[src/rtl/decoder24_pkg.sv]
// decoder24_pkg: shared types, FSM states and the 2-to-4 decode function
package decoder24_pkg;
   typedef logic [1:0] code_t;
   typedef logic [3:0] onehot_t;
   typedef enum logic [1:0] {ST_EMPTY, ST_ONE, ST_FULL} st_t;
   localparam onehot_t ONEHOT_NONE = 4'b0000;
   function automatic onehot_t decode(code_t code, logic en);
      return en ? onehot_t'(4'b0001 << code) : ONEHOT_NONE;
   endfunction
endpackage

[src/rtl/dec_skid_buf.sv]
// dec_skid_buf: 2-entry valid/ready skid buffer with registered output and ready
import decoder24_pkg::*;
module dec_skid_buf #(
   parameter int W = 4
) (
   input  logic         clk,
   input  logic         rst_n,
   input  logic         in_valid,
   output logic         in_ready,
   input  logic [W-1:0] in_data,
   output logic         out_valid,
   input  logic         out_ready,
   output logic [W-1:0] out_data
);
   st_t          st;
   logic [W-1:0] skid;
   assign out_valid = st != ST_EMPTY;
   assign in_ready  = st != ST_FULL;
   // in_ready is 1 in EMPTY and ONE, so in_valid alone marks an accept there
   always_ff @(posedge clk or negedge rst_n)
      if (!rst_n) begin
         st       <= ST_EMPTY;
         out_data <= '0;
         skid     <= '0;
      end else
         case (st)
            ST_EMPTY: if (in_valid) begin
               out_data <= in_data;
               st       <= ST_ONE;
            end
            ST_ONE:
               if (in_valid && out_ready) out_data <= in_data;
               else if (in_valid) begin
                  skid <= in_data;
                  st   <= ST_FULL;
               end else if (out_ready) st <= ST_EMPTY;
            ST_FULL: if (out_ready) begin
               out_data <= skid;
               st       <= ST_ONE;
            end
            default: st <= ST_EMPTY;
         endcase
endmodule

[src/rtl/decoder24_stream.sv]
// decoder24_stream: streaming 2-to-4 one-hot decoder with skid output and saturating line counters
import decoder24_pkg::*;
module decoder24_stream #(
   parameter int CNT_W = 8
) (
   input  logic               clk,
   input  logic               rst_n,
   input  logic               in_valid,
   output logic               in_ready,
   input  logic [1:0]         in_code,
   input  logic               in_en,
   output logic               out_valid,
   input  logic               out_ready,
   output logic [3:0]         out_onehot,
   input  logic               clr_cnt,
   output logic [4*CNT_W-1:0] cnt_o
);
   onehot_t dec;
   logic    out_xfer;
   assign dec      = decode(in_code, in_en);
   assign out_xfer = out_valid && out_ready;
   dec_skid_buf #(.W(4)) u_buf (
      .clk      (clk),
      .rst_n    (rst_n),
      .in_valid (in_valid),
      .in_ready (in_ready),
      .in_data  (dec),
      .out_valid(out_valid),
      .out_ready(out_ready),
      .out_data (out_onehot)
   );
   for (genvar i = 0; i < 4; i++) begin : g_cnt
      logic [CNT_W-1:0] c;
      always_ff @(posedge clk or negedge rst_n)
         if (!rst_n) c <= '0;
         else if (clr_cnt) c <= '0;
         else if (out_xfer && out_onehot[i] && c != {CNT_W{1'b1}}) c <= c + 1'b1;
      assign cnt_o[i*CNT_W +: CNT_W] = c;
   end
endmodule

[config.mk]
export PLATFORM = sky130hd
export DESIGN_NAME = decoder24_stream
export DESIGN_NICKNAME = d
export VERILOG_FILES = /design/src/rtl/decoder24_pkg.sv /design/src/rtl/dec_skid_buf.sv /design/src/rtl/decoder24_stream.sv
export SDC_FILE = /design/constraint.sdc
export NUM_CORES = 1
export LEC_CHECK = 0
export ABC_AREA = 1
export BUFFER_PORTS_ARGS = -buffer_cell sky130_fd_sc_hd__clkbuf_2
export CAP_MARGIN = 10
export CORE_ASPECT_RATIO = 0.6
export CORE_MARGIN = 2
export CORE_UTILIZATION = 25
export DETAILED_ROUTE_END_ITERATION = 8
export PLACE_DENSITY = 0.48
export SLEW_MARGIN = 20
export SYNTH_ARGS = -nofsm -noshare
export SYNTH_HDL_FRONTEND = slang
export SYNTH_SLANG_ARGS = --single-unit
[constraint.sdc]
create_clock -name clk -period 1.3 [get_ports clk]
set_input_delay 0.065 -clock clk [delete_from_list [all_inputs] [get_ports clk]]
set_output_delay 0.065 -clock clk [all_outputs]
set_load 0.05 [all_outputs]
==> reports/summary.txt <==
Diode count: 0
Share of flip-flops with an asynchronous set or reset: 100.0%
Residual DRC: 0
Setup CP Type: reg2reg
Slew Limit Fails: 0
Flop-to-flop setup slack: 0.005 ns
Number of nets still failing antenna checks after routing: 0
FF-to-FF Start: g_cnt[0].c[0]$_DFFE_PN0P_
Largest net degree at the start of global routing: 29
Clock root cell: clkbuf_16
Die area: 0.01065 sq mm
CTS max path bufs: 2
Area Growth Syn to Fin: 45.89%
# setup viols final: 0
Worst vdd ir: 0.5623 mV
RSZ-0062 raised after global routing: true
# placed instances: 535
Max Freq: 0.7721 GHz
1st-iter DRT viols: 178
Seq/Total Area, Yosys: 42.84%
FILL cells: 983
Dpl hpwl: 5192 microns
Top cells by area, synth: dfrtp_1, nand2_1, nand3_1
Post-synth top area cell: dfrtp_1
Antenna violations before repair: 0
Max Cap Viol: 0
GR Overflow Total: 0
CORE AREA: 0.009358 sq mm
Slew headroom: 70.16%
FF+latch count, synth: 42
GR Layer Usage met3: 3.433%
Layout cells sized above 1: 42.52%
CP arrival: 1.52 ns
Worst hold-check path type: in2reg
Vias in the first global route: 2,260
Finished Layout Cells: 558
Syn avg cell area: 7.195 sq um
First-pass GRT wire length: 11,610 microns
Final Wtd Congestion: 0.7948
TritonCTS buffer count: 5
Die height: 80.74 microns
Yosys cell types: 24
Hold Violations, Final: 0
Die Wd: 131.9 microns
Initial Utilization: 26.22%
Tmin final: 1.295 ns
Setup crit end: g_cnt[0].c[1]$_DFFE_PN0P_
Most common cell in the netlist: nand2_1
Most used DFF post-synth: dfrtp_1
Most used routing layer: met1
Met2 GRT Util: 18.91%
Netlist Area Pre-Place: 0.002454 sq mm
Clock Skew: 0.008483 ns
Lkg Pwr: 1.733 nW
Routed WL per cell: 12.94 microns
Clock sinks: 42
Top cell type's share of synthesized area: 42.84%
Nets@finish: 439
Startpoint Class: register
Final Util: 38.25%
Crit end category: register
Syn Nets: 353
Critical path required time: 1.53 ns
Reg2Reg Depth: 8
H-tree Lvls: 2
Peak fanout along the critical path: 5
Post-Synthesis Cells: 341
DR pass1 iterations: 5
Pre-CTS setup slack: -0.05320 ns
Pwr Density: 1121 mW/mm^2
DR vias: 2,448
I/O pins: 46
Met1 Resource Use GR: 21.14%
Clk slew on worst S/H paths: 0.06 ns
Syn. warnings: 0
Post-synth EDFFs: 0
Total GRT Usage: 13.83%
Post-route worst setup slack: 0.004823 ns
Slew of the pin with the lowest slew margin: 0.4476 ns
Period utilisation layout: 99.63%
Status: finished clean
WL final: 7223 microns
Via/cell ratio: 4.387
I/O Buffers: 45
RR Endpoint: g_cnt[0].c[1]$_DFFE_PN0P_
FP Rows: 27
CP startpoint: g_cnt[0].c[0]$_DFFE_PN0P_
TritonCTS clock tree: built
Worst skew pair latency: 0.29 ns
Synth top cells by count: nand2_1, nand3_1, dfrtp_1, inv_1, nor2_1
metal layers:
metal / share of wire, % / wire length [microns]
met1: 55 / 4005
met5: 0 / 0
met4: 0.91 / 66
met3: 4.3 / 313
met2: 39 / 2838
metrics by stage:
stage,TNS [ns],power [mW],area (sq um),hold WS (ns)
floorplan,-2.219,2.244,2581,-0.2306
global placement,-0.02952,2.579,3138,0.03616
detailed placement,-0.1960,2.574,3138,0.03568
CTS,0,3.912,3311,0.09657
global route,-0.5403,4.221,3580,0.1046
finish,0,4.012,3580,0.08840
state kept, by name (all words and copies together), names as in the netlist:
signal and count:
u_buf.st 2, u_buf.out_data 4, u_buf.skid 4, g_cnt.c 32
cell families after synthesis:
kind of cell	synth area share [%]
AND/OR/NAND/NOR	38.55
buffers and inverters	6.935
flip-flops	42.84
AO/OA/AOI/OAI	7.853
XOR/XNOR	1.785
adder cells (fa/ha/maj)	2.040
repair_timing:
action / CTS / global route
pin swaps: 1 / 29
gates resized for setup: 2 / 45
gates cloned: 0 / 2
hold buffers: 1 / 0
setup endpoints to repair: 13 / 36
endpoints found under the hold margin: 14 / 0
buffers inserted: 1 / 11
report_power, final:
part | total (mW) | switching, mW | internal (mW)
logic | 1.19 | 0.833 | 0.359
registers | 1.53 | 0.0843 | 1.44
clock network | 1.29 | 0.579 | 0.713
layout make-up:
class | instances | area [sq um] | area share (%)
timing repair buffer | 81 | 523.0 | 14.61
multi-input combinational | 256 | 1503 | 41.98
inverter | 41 | 158.9 | 4.439
tap | 130 | 162.7 | 4.544
sequential | 42 | 1086 | 30.34
clock buffer | 5 | 125.1 | 3.495
clock inverter | 3 | 21.27 | 0.5942
worst max-delay path, cell delays in order (launching register included):
cell     delay, ns
dfrtp_2       0.43
ha_4          0.17
nand2_4       0.08
inv_4         0.05
nand3_4       0.10
nand2_4       0.09
nor2_4        0.18
nand2_1       0.07
nand2_1       0.06
cell usage in the layout (no fill, tap or decap), types with 6 or more instances in the layout:
cell type,count
nor2_4,11
nand2_2,15
o21ai_0,16
buf_4,33
clkbuf_2,44
nor2_1,28
inv_1,32
inv_2,7
dfrtp_1,14
dfrtp_2,28
nand2_1,85
nand3_1,41
nand2_4,9
a21oi_1,6
how the worst min path moves through the flow:
| stage | slack [ns] | cells after the start | to | from |
|---|---|---|---|---|
| finish | 0.09 | 4 | g_cnt[1].c[5]$_DFFE_PN0P_ | clr_cnt |
| global route | 0.10 | 4 | g_cnt[1].c[5]$_DFFE_PN0P_ | clr_cnt |
| CTS | 0.1 | 4 | u_buf.skid[2]$_DFFE_PN0P_ | in_code[0] |
| detailed placement | 0.04 | 1 | g_cnt[3].c[0]$_DFFE_PN0P_ | rst_n |
| global placement | 0.04 | 1 | g_cnt[3].c[0]$_DFFE_PN0P_ | rst_n |
| floorplan | -0.23 | 0 | g_cnt[0].c[0]$_DFFE_PN0P_ | rst_n |
Note: power is estimated with default switching activity, not from simulation.
